## src/rtl/video_timing_pkg.sv

```systemverilog
`default_nettype none
//==============================================================================
// Module  : video_timing_pkg
// Purpose : 720p timing defaults, line/frame total derivation, colour-bar table.
// Revision: 1.0
//==============================================================================
package video_timing_pkg;

  localparam int CNT_W = 12;
  localparam int PIX_W = 24;

  localparam int DEF_H_ACTIVE = 1280;
  localparam int DEF_H_FP     = 110;
  localparam int DEF_H_SYNC   = 40;
  localparam int DEF_H_BP     = 220;
  localparam int DEF_V_ACTIVE = 720;
  localparam int DEF_V_FP     = 5;
  localparam int DEF_V_SYNC   = 5;
  localparam int DEF_V_BP     = 20;

  typedef enum logic [0:0] {
    ST_IDLE = 1'b0,
    ST_RUN  = 1'b1
  } state_e;

  localparam logic [PIX_W-1:0] BAR_WHITE   = 24'hFFFFFF;
  localparam logic [PIX_W-1:0] BAR_YELLOW  = 24'hFFFF00;
  localparam logic [PIX_W-1:0] BAR_CYAN    = 24'h00FFFF;
  localparam logic [PIX_W-1:0] BAR_GREEN   = 24'h00FF00;
  localparam logic [PIX_W-1:0] BAR_MAGENTA = 24'hFF00FF;
  localparam logic [PIX_W-1:0] BAR_RED     = 24'hFF0000;
  localparam logic [PIX_W-1:0] BAR_BLUE    = 24'h0000FF;
  localparam logic [PIX_W-1:0] BAR_BLACK   = 24'h000000;

  function automatic int calc_h_total(input int active, input int fp, input int sync, input int bp);
    return active + fp + sync + bp;
  endfunction

  function automatic int calc_v_total(input int active, input int fp, input int sync, input int bp);
    return active + fp + sync + bp;
  endfunction

  // Smallest column whose bar index floor(x*8/active) reaches k.
  function automatic int bar_boundary(input int k, input int active);
    return (k * active + 7) / 8;
  endfunction

  function automatic logic [PIX_W-1:0] bar_color(input logic [2:0] idx);
    case (idx)
      3'd0:    return BAR_WHITE;
      3'd1:    return BAR_YELLOW;
      3'd2:    return BAR_CYAN;
      3'd3:    return BAR_GREEN;
      3'd4:    return BAR_MAGENTA;
      3'd5:    return BAR_RED;
      3'd6:    return BAR_BLUE;
      default: return BAR_BLACK;
    endcase
  endfunction

endpackage
`default_nettype wire

```

## src/rtl/video_timing_gen_if.sv

```systemverilog
`default_nettype none
//==============================================================================
// Module  : video_timing_gen_if
// Purpose : Frame-buffer request/data and transmitter video signals.
//           pattern_sel exists only when VIDEO_TEST_PATTERN_EN is defined.
// Revision: 1.0
//==============================================================================
interface video_timing_gen_if;
  import video_timing_pkg::*;

  logic             enable;
  logic             pixel_rd_req;
  logic [CNT_W-1:0] pixel_xpos;
  logic [CNT_W-1:0] pixel_ypos;
  logic [PIX_W-1:0] pixel_data;
  logic             frame_start;
  logic [PIX_W-1:0] video_din;
  logic             video_hsync;
  logic             video_vsync;
  logic             video_de;
`ifdef VIDEO_TEST_PATTERN_EN
  logic             pattern_sel;
`endif

  modport master (
`ifdef VIDEO_TEST_PATTERN_EN
    input  pattern_sel,
`endif
    input  enable, pixel_data,
    output pixel_rd_req, pixel_xpos, pixel_ypos, frame_start,
    output video_din, video_hsync, video_vsync, video_de
  );

  modport slave (
`ifdef VIDEO_TEST_PATTERN_EN
    output pattern_sel,
`endif
    output enable, pixel_data,
    input  pixel_rd_req, pixel_xpos, pixel_ypos, frame_start,
    input  video_din, video_hsync, video_vsync, video_de
  );

endinterface
`default_nettype wire

```

## src/rtl/video_sync_pipe.sv

```systemverilog
`default_nettype none
//==============================================================================
// Module  : video_sync_pipe
// Purpose : Two-stage delay for de/hsync/vsync; resets to inactive levels.
// Revision: 1.0
//==============================================================================
module video_sync_pipe #(
  parameter logic HS_POL = 1'b1,
  parameter logic VS_POL = 1'b1
) (
  input  logic pclk,
  input  logic reset,
  input  logic de_i,
  input  logic hs_i,
  input  logic vs_i,
  output logic de_s1_o,
  output logic de_o,
  output logic hs_o,
  output logic vs_o
);

  logic de_s1_q, hs_s1_q, vs_s1_q;
  logic de_s2_q, hs_s2_q, vs_s2_q;

  always_ff @(posedge pclk) begin
    if (!reset) begin
      de_s1_q <= 1'b0;
      hs_s1_q <= ~HS_POL;
      vs_s1_q <= ~VS_POL;
      de_s2_q <= 1'b0;
      hs_s2_q <= ~HS_POL;
      vs_s2_q <= ~VS_POL;
    end else begin
      de_s1_q <= de_i;
      hs_s1_q <= hs_i;
      vs_s1_q <= vs_i;
      de_s2_q <= de_s1_q;
      hs_s2_q <= hs_s1_q;
      vs_s2_q <= vs_s1_q;
    end
  end

  assign de_s1_o = de_s1_q;
  assign de_o    = de_s2_q;
  assign hs_o    = hs_s2_q;
  assign vs_o    = vs_s2_q;

endmodule
`default_nettype wire

```

## src/rtl/video_timing_gen.sv

```systemverilog
`default_nettype none
//==============================================================================
// Module  : video_timing_gen
// Purpose : Video timing counters, frame-buffer fetch and aligned video output.
//           VIDEO_TEST_PATTERN_EN adds an 8-bar colour pattern source.
// Revision: 1.0
//==============================================================================
module video_timing_gen
  import video_timing_pkg::*;
#(
  parameter int   H_ACTIVE = DEF_H_ACTIVE,
  parameter int   H_FP     = DEF_H_FP,
  parameter int   H_SYNC   = DEF_H_SYNC,
  parameter int   H_BP     = DEF_H_BP,
  parameter int   V_ACTIVE = DEF_V_ACTIVE,
  parameter int   V_FP     = DEF_V_FP,
  parameter int   V_SYNC   = DEF_V_SYNC,
  parameter int   V_BP     = DEF_V_BP,
  parameter logic HS_POL   = 1'b1,
  parameter logic VS_POL   = 1'b1
) (
  input  logic               pclk,
  input  logic               reset,
  video_timing_gen_if.master vif
);

  localparam int H_TOTAL = calc_h_total(H_ACTIVE, H_FP, H_SYNC, H_BP);
  localparam int V_TOTAL = calc_v_total(V_ACTIVE, V_FP, V_SYNC, V_BP);

  localparam logic [CNT_W-1:0] H_LAST   = CNT_W'(H_TOTAL - 1);
  localparam logic [CNT_W-1:0] V_LAST   = CNT_W'(V_TOTAL - 1);
  localparam logic [CNT_W-1:0] H_ACT    = CNT_W'(H_ACTIVE);
  localparam logic [CNT_W-1:0] V_ACT    = CNT_W'(V_ACTIVE);
  localparam logic [CNT_W-1:0] HS_START = CNT_W'(H_ACTIVE + H_FP);
  localparam logic [CNT_W-1:0] HS_END   = CNT_W'(H_ACTIVE + H_FP + H_SYNC);
  localparam logic [CNT_W-1:0] VS_START = CNT_W'(V_ACTIVE + V_FP);
  localparam logic [CNT_W-1:0] VS_END   = CNT_W'(V_ACTIVE + V_FP + V_SYNC);

  state_e           state_q, state_d;
  logic [CNT_W-1:0] h_cnt_q, h_cnt_d;
  logic [CNT_W-1:0] v_cnt_q, v_cnt_d;

  logic             run_d, de_d, rd_req_d, fs_d, hs_lvl_d, vs_lvl_d;
  logic             rd_req_q, fs_q, de_raw_q, hs_raw_q, vs_raw_q;
  logic [CNT_W-1:0] xpos_q, ypos_q;

  logic             de_s1, de_s2, hs_s2, vs_s2;
  logic [PIX_W-1:0] din_q, din_d;

  always_comb begin
    state_d = state_q;
    h_cnt_d = h_cnt_q;
    v_cnt_d = v_cnt_q;
    case (state_q)
      ST_IDLE: begin
        h_cnt_d = '0;
        v_cnt_d = '0;
        if (vif.enable) state_d = ST_RUN;
      end
      ST_RUN: begin
        if (h_cnt_q == H_LAST) begin
          h_cnt_d = '0;
          if (v_cnt_q == V_LAST) begin
            // Only the frame boundary may return to IDLE, so frames are never cut short.
            v_cnt_d = '0;
            if (!vif.enable) state_d = ST_IDLE;
          end else begin
            v_cnt_d = v_cnt_q + 12'd1;
          end
        end else begin
          h_cnt_d = h_cnt_q + 12'd1;
        end
      end
      default: state_d = ST_IDLE;
    endcase
  end

  // Decode from next-state values so every request output comes straight from a flop.
  always_comb begin
    run_d    = (state_d == ST_RUN);
    de_d     = run_d && (h_cnt_d < H_ACT) && (v_cnt_d < V_ACT);
    fs_d     = run_d && (h_cnt_d == '0) && (v_cnt_d == '0);
    hs_lvl_d = (run_d && (h_cnt_d >= HS_START) && (h_cnt_d < HS_END)) ? HS_POL : ~HS_POL;
    vs_lvl_d = (run_d && (v_cnt_d >= VS_START) && (v_cnt_d < VS_END)) ? VS_POL : ~VS_POL;
`ifdef VIDEO_TEST_PATTERN_EN
    rd_req_d = de_d && !vif.pattern_sel;
`else
    rd_req_d = de_d;
`endif
  end

  always_ff @(posedge pclk) begin
    if (!reset) begin
      state_q  <= ST_IDLE;
      h_cnt_q  <= '0;
      v_cnt_q  <= '0;
      rd_req_q <= 1'b0;
      fs_q     <= 1'b0;
      xpos_q   <= '0;
      ypos_q   <= '0;
      de_raw_q <= 1'b0;
      hs_raw_q <= ~HS_POL;
      vs_raw_q <= ~VS_POL;
      din_q    <= '0;
    end else begin
      state_q  <= state_d;
      h_cnt_q  <= h_cnt_d;
      v_cnt_q  <= v_cnt_d;
      rd_req_q <= rd_req_d;
      fs_q     <= fs_d;
      xpos_q   <= rd_req_d ? h_cnt_d : '0;
      ypos_q   <= rd_req_d ? v_cnt_d : '0;
      de_raw_q <= de_d;
      hs_raw_q <= hs_lvl_d;
      vs_raw_q <= vs_lvl_d;
      din_q    <= din_d;
    end
  end

  video_sync_pipe #(
    .HS_POL (HS_POL),
    .VS_POL (VS_POL)
  ) u_sync_pipe (
    .pclk    (pclk),
    .reset   (reset),
    .de_i    (de_raw_q),
    .hs_i    (hs_raw_q),
    .vs_i    (vs_raw_q),
    .de_s1_o (de_s1),
    .de_o    (de_s2),
    .hs_o    (hs_s2),
    .vs_o    (vs_s2)
  );

`ifdef VIDEO_TEST_PATTERN_EN
  logic [6:0] bar_ge;
  logic [2:0] bar_idx;
  logic [2:0] bar_q;
  logic       pat_raw_q, pat_s1_q;

  for (genvar k = 1; k < 8; k++) begin : g_bar
    localparam logic [CNT_W-1:0] BOUND = CNT_W'(bar_boundary(k, H_ACTIVE));
    assign bar_ge[k-1] = (h_cnt_q >= BOUND);
  end

  always_comb begin
    bar_idx = '0;
    for (int k = 0; k < 7; k++) begin
      if (bar_ge[k]) bar_idx = bar_idx + 3'd1;
    end
  end

  // Pattern select rides alongside de so the bar colour lands in the same slot as fetched data.
  always_ff @(posedge pclk) begin
    if (!reset) begin
      pat_raw_q <= 1'b0;
      pat_s1_q  <= 1'b0;
      bar_q     <= '0;
    end else begin
      pat_raw_q <= vif.pattern_sel;
      pat_s1_q  <= pat_raw_q;
      bar_q     <= bar_idx;
    end
  end

  always_comb begin
    din_d = '0;
    if (de_s1) din_d = pat_s1_q ? bar_color(bar_q) : vif.pixel_data;
  end
`else
  always_comb begin
    din_d = '0;
    if (de_s1) din_d = vif.pixel_data;
  end
`endif

  assign vif.pixel_rd_req = rd_req_q;
  assign vif.pixel_xpos   = xpos_q;
  assign vif.pixel_ypos   = ypos_q;
  assign vif.frame_start  = fs_q;
  assign vif.video_din    = din_q;
  assign vif.video_de     = de_s2;
  assign vif.video_hsync  = hs_s2;
  assign vif.video_vsync  = vs_s2;

endmodule
`default_nettype wire

```

## src/flat_wrapper.sv

```systemverilog
// flat-port wrapper written by rule: the top's interface ports become plain ports
module video_timing_gen_flat import video_timing_pkg::*;
#(
  parameter int   H_ACTIVE = DEF_H_ACTIVE,
  parameter int   H_FP     = DEF_H_FP,
  parameter int   H_SYNC   = DEF_H_SYNC,
  parameter int   H_BP     = DEF_H_BP,
  parameter int   V_ACTIVE = DEF_V_ACTIVE,
  parameter int   V_FP     = DEF_V_FP,
  parameter int   V_SYNC   = DEF_V_SYNC,
  parameter int   V_BP     = DEF_V_BP,
  parameter logic HS_POL   = 1'b1,
  parameter logic VS_POL   = 1'b1
)
  (pclk, reset, vif_enable, vif_pixel_data, vif_pixel_rd_req, vif_pixel_xpos, vif_pixel_ypos, vif_frame_start, vif_video_din, vif_video_hsync, vif_video_vsync, vif_video_de);
  video_timing_gen_if vif_i ();
  input  logic pclk;
  input  logic reset;
  input wire logic [$bits(vif_i.enable)-1:0] vif_enable;
  input wire logic [$bits(vif_i.pixel_data)-1:0] vif_pixel_data;
  output wire logic [$bits(vif_i.pixel_rd_req)-1:0] vif_pixel_rd_req;
  output wire logic [$bits(vif_i.pixel_xpos)-1:0] vif_pixel_xpos;
  output wire logic [$bits(vif_i.pixel_ypos)-1:0] vif_pixel_ypos;
  output wire logic [$bits(vif_i.frame_start)-1:0] vif_frame_start;
  output wire logic [$bits(vif_i.video_din)-1:0] vif_video_din;
  output wire logic [$bits(vif_i.video_hsync)-1:0] vif_video_hsync;
  output wire logic [$bits(vif_i.video_vsync)-1:0] vif_video_vsync;
  output wire logic [$bits(vif_i.video_de)-1:0] vif_video_de;
  assign vif_i.enable = vif_enable;
  assign vif_i.pixel_data = vif_pixel_data;
  assign vif_pixel_rd_req = vif_i.pixel_rd_req;
  assign vif_pixel_xpos = vif_i.pixel_xpos;
  assign vif_pixel_ypos = vif_i.pixel_ypos;
  assign vif_frame_start = vif_i.frame_start;
  assign vif_video_din = vif_i.video_din;
  assign vif_video_hsync = vif_i.video_hsync;
  assign vif_video_vsync = vif_i.video_vsync;
  assign vif_video_de = vif_i.video_de;
  video_timing_gen #(.H_ACTIVE(H_ACTIVE), .H_FP(H_FP), .H_SYNC(H_SYNC), .H_BP(H_BP), .V_ACTIVE(V_ACTIVE), .V_FP(V_FP), .V_SYNC(V_SYNC), .V_BP(V_BP), .HS_POL(HS_POL), .VS_POL(VS_POL)) u_core (.pclk(pclk), .reset(reset), .vif(vif_i));
endmodule
```

## config.mk

```make
export PLATFORM = sky130hd
export DESIGN_NAME = video_timing_gen_flat
export DESIGN_NICKNAME = d
export VERILOG_FILES = /design/src/rtl/video_timing_pkg.sv /design/src/rtl/video_timing_gen_if.sv /design/src/rtl/video_sync_pipe.sv /design/src/rtl/video_timing_gen.sv /design/src/flat_wrapper.sv
export SDC_FILE = /design/constraint.sdc
export NUM_CORES = 1
export LEC_CHECK = 0
export ABC_AREA = 0
export ABC_CLOCK_PERIOD_IN_PS = 4200
export BUFFER_PORTS_ARGS = -buffer_cell sky130_fd_sc_hd__clkbuf_2
export CAP_MARGIN = 20
export CORE_AREA = 2 2 108 110
export CTS_CLUSTER_DIAMETER = 150
export DETAILED_ROUTE_END_ITERATION = 16
export DIE_AREA = 0 0 110 112
export PLACE_DENSITY = 0.59
export SYNTH_ARGS = -nofsm -noshare
export SYNTH_HDL_FRONTEND = slang
export SYNTH_SLANG_ARGS = --single-unit
```

## constraint.sdc

```tcl
create_clock -name pclk -period 4.2 [get_ports pclk]
set_input_delay 0.42 -clock pclk [delete_from_list [all_inputs] [get_ports pclk]]
set_output_delay 0.42 -clock pclk [all_outputs]
set_load 0.02 [all_outputs]
```

==> flow_summary.json <==
{
  "status": "finished clean",
  "crit_slowest_cell": "or3_1",
  "hold_class": "in2reg",
  "powerDensity_nw_per_um2": 409,
  "setup_viol": 0,
  "crit_path_max_fanout": 16,
  "core-area_sq_um": 11200,
  "final_cell_mix": "83 x dfxtp_1, 79 x clkbuf_2, 37 x nor2_1",
  "die_x_um": 110,
  "ioPinCount": 80,
  "worstMarginPinSlew_ns": 0.609,
  "use_met2_pct": 20.0,
  "hold_buffers": 0,
  "pwr-share-clk_pct": 47.3,
  "fin_crit_ns": 3.53,
  "crit_path_start_kind": "register",
  "antenna_found_initial": 0,
  "grt_util_met3_pct": 3.92,
  "synthesis.area_sq_um": 3270,
  "die_h_um": 112,
  "drive_gt1_share_pct": 28.1,
  "first_pass_iters": 4,
  "crit_path_cell_trace": "ha_1 > or4b_4 > or3_1 > nor3_1 > xnor2_1 > or3_1 > nand4_1 > buf_4 > nor4_1",
  "root_buffer": "clkbuf_16",
  "switching_power_uw": 367,
  "drc_errors": 0,
  "crit_top_cell": "or3_1",
  "grt_max_degree": 40,
  "combPwrFrac_pct": 4.7,
  "vias": 2741,
  "seqPwrFrac_pct": 48.0,
  "cts_tree": "built",
  "peakVddDrop_mv": 0.216,
  "maxSlewViolCount": 0,
  "yosys_warnings": 0,
  "intPower_uw": 1320,
  "syn_to_final_growth_pct": 26.0,
  "async_reset_ff_share_pct": 0,
  "synthFlopType": "dfxtp_1",
  "drt_iter0_drc": 224,
  "cts-buffers-inserted": 9,
  "worstPathArrival_ns": 3.77,
  "path_buf_inv": 1,
  "leakage_uw": 0.00170,
  "ant_nets": 0,
  "grt_usage_pct": 13.6,
  "rsz0062_at_grt": "false",
  "post_cts_buffers": 0,
  "use_met1_pct": 18.2,
  "dpl.hpwl_um": 5730,
  "worst_ep_required_time_ns": 4.44,
  "wl_per_cell_um": 14.0,
  "drt_wl_total_um": 7950,
  "grt_pass1_wl_um": 12900,
  "worstSetupEndpointType": "register",
  "synth_seq_cells": 83,
  "clk_latency_ns": 0.34,
  "setup_ws_ns": 0.668,
  "layout_commonest_cell": "dfxtp_1",
  "path_delay_family": "simple AND/OR/NAND/NOR gates",
  "rows": 39,
  "clock_sinks": 83,
  "ctsResizeCount": 0,
  "start_util_pct": 29.3,
  "fin_worst_skew_ns": 0.00598,
  "power.share.switching_pct": 21.7,
  "synth_edf_count": 0,
  "min_period_over_period_pct": 84.1,
  "busiest_layer": "met2",
  "grt_pass1_vias": 2621,
  "worst_path_largest_cell_delay_ns": 0.61,
  "ys_seq_area_share_pct": 50.8,
  "place.port_buffers": 79,
  "hold_violations": 0,
  "dp_worst_setup_slack_ns": 0.712,
  "slew_headroom_pct": 59.1,
  "synth_cell_types": 53,
  "routed_via_density": 4.83,
  "setup-tns-final_ns": 0,
  "overflow": 0,
  "criticalPathCategory": "reg2reg",
  "htreeDepth": 3,
  "r2r_setup_slack_ns": 0.67,
  "synthCells": 338,
  "final_nets": 450,
  "max_freq_ghz": 0.283,
  "diodes": 0,
  "place_congestion": 0.819,
  "max_cap_viol_count": 0,
  "clockBufferDepth": 2,
  "dieArea_sq_um": 12300,
  "clkTransAtPathRegs_ns": 0.06,
  "synth_area_per_cell_sq_um": 9.68
}
==> cell usage after synthesis, types with 2 or more instances <==
master / n / area share, %
a21oi_1: 6 / 0.92
a31oi_1: 3 / 0.57
and2_1: 14 / 2.7
and3_1: 26 / 5.0
buf_2: 2 / 0.31
buf_4: 2 / 0.46
clkbuf_1: 11 / 1.3
dfxtp_1: 83 / 51
ha_1: 4 / 1.5
inv_1: 8 / 0.92
nand2_1: 13 / 1.5
nand3_1: 14 / 2.1
nand4_1: 7 / 1.3
nand4b_1: 2 / 0.54
nor2_1: 37 / 4.2
nor2b_1: 3 / 0.57
nor3_1: 15 / 2.3
nor3_2: 4 / 1.2
nor3b_1: 3 / 0.69
nor4_1: 11 / 2.1
nor4_2: 4 / 1.5
o211ai_1: 2 / 0.46
o21a_1: 3 / 0.69
o21ai_0: 7 / 1.1
o2bb2ai_1: 2 / 0.54
o31ai_1: 5 / 1.1
or3_1: 5 / 0.96
xnor2_1: 13 / 3.5
xor2_1: 5 / 1.3
==> path summary, 6_finish.rpt <==
check	endpoint	from	depth (start not counted)
worst max-delay path	u_core.vif.pixel_xpos[4]	u_core.h_cnt_q[0]	9
worst min-delay path	u_core.vif.video_din[12]	vif_pixel_data[12]	2
worst max register to register	u_core.vif.pixel_xpos[4]	u_core.h_cnt_q[0]	9
worst min register to register	u_core.u_sync_pipe.hs_s1_q	u_core.hs_raw_q	1
==> sequential cells by signal, summed over array words and instances, names as in the netlist, 12 cells and up <==
| name | count |
|---|---|
| u_core.vif.pixel_ypos | 12 |
| u_core.vif.pixel_xpos | 12 |
| u_core.vif.video_din | 24 |
| u_core.h_cnt_q | 12 |
| u_core.v_cnt_q | 12 |
==> metrics by stage <==
step,total power (uW),util (%),hold WS (ns),area (sq um),cells
2_1_floorplan,872,-,0.412,3280,340
3_3_place_gp,906,34.2,0.414,3820,551
3_5_place_dp,907,34.2,0.421,3820,551
4_1_cts,1710,36.9,0.311,4120,567
5_1_grt,1760,36.9,0.311,4120,567
6_report,1690,36.9,0.320,4120,567
==> power by group through the flow <==
stage | Combinational, uW | Sequential [uW] | Clock (uW)
2_1_floorplan | 36.8 | 835 | 0
3_3_place_gp | 79.5 | 826 | 0
3_5_place_dp | 79.9 | 827 | 0
4_1_cts | 80.3 | 809 | 820
5_1_grt | 87.6 | 811 | 862
6_report | 79.1 | 809 | 799
==> cell families after synthesis <==
family	share of synthesized area [%]
adders and majority gates	1.53
buffers and inverters	3.29
DFF	50.8
xor gates and xnor gates	4.82
other	0.115
muxes	0.306
AOI/OAI and AO/OA	8.07
and+or+nand+nor	31.1
==> worst reg2reg max path: stages (launching register included) <==
cell and delay, ns:
dfxtp_1 0.44, ha_1 0.17, or4b_4 0.48, or3_1 0.61, nor3_1 0.33, xnor2_1 0.29
or3_1 0.20, nand4_1 0.31, buf_4 0.34, nor4_1 0.26
==> per-layer routing <==
metal | part of all wire [%] | routed length, um | up-vias
li1 | - | - | 1363
met1 | 47 | 3710 | 1243
met2 | 42 | 3350 | 119
met3 | 9.1 | 727 | 16
met4 | 2.1 | 165 | 0
met5 | 0 | 0 | -
==> area by class of cell <==
| type | instances | area [sq um] |
|---|---|---|
| inverter | 8 | 30.0 |
| clock inverter | 4 | 48.8 |
| fill | 1122 | 7050 |
| sequential | 83 | 1660 |
| clock buffer | 12 | 256 |
| multi-input combinational | 233 | 1520 |
| timing repair buffer | 84 | 433 |
| tap | 143 | 179 |
Note: power is estimated with default switching activity, not from simulation.
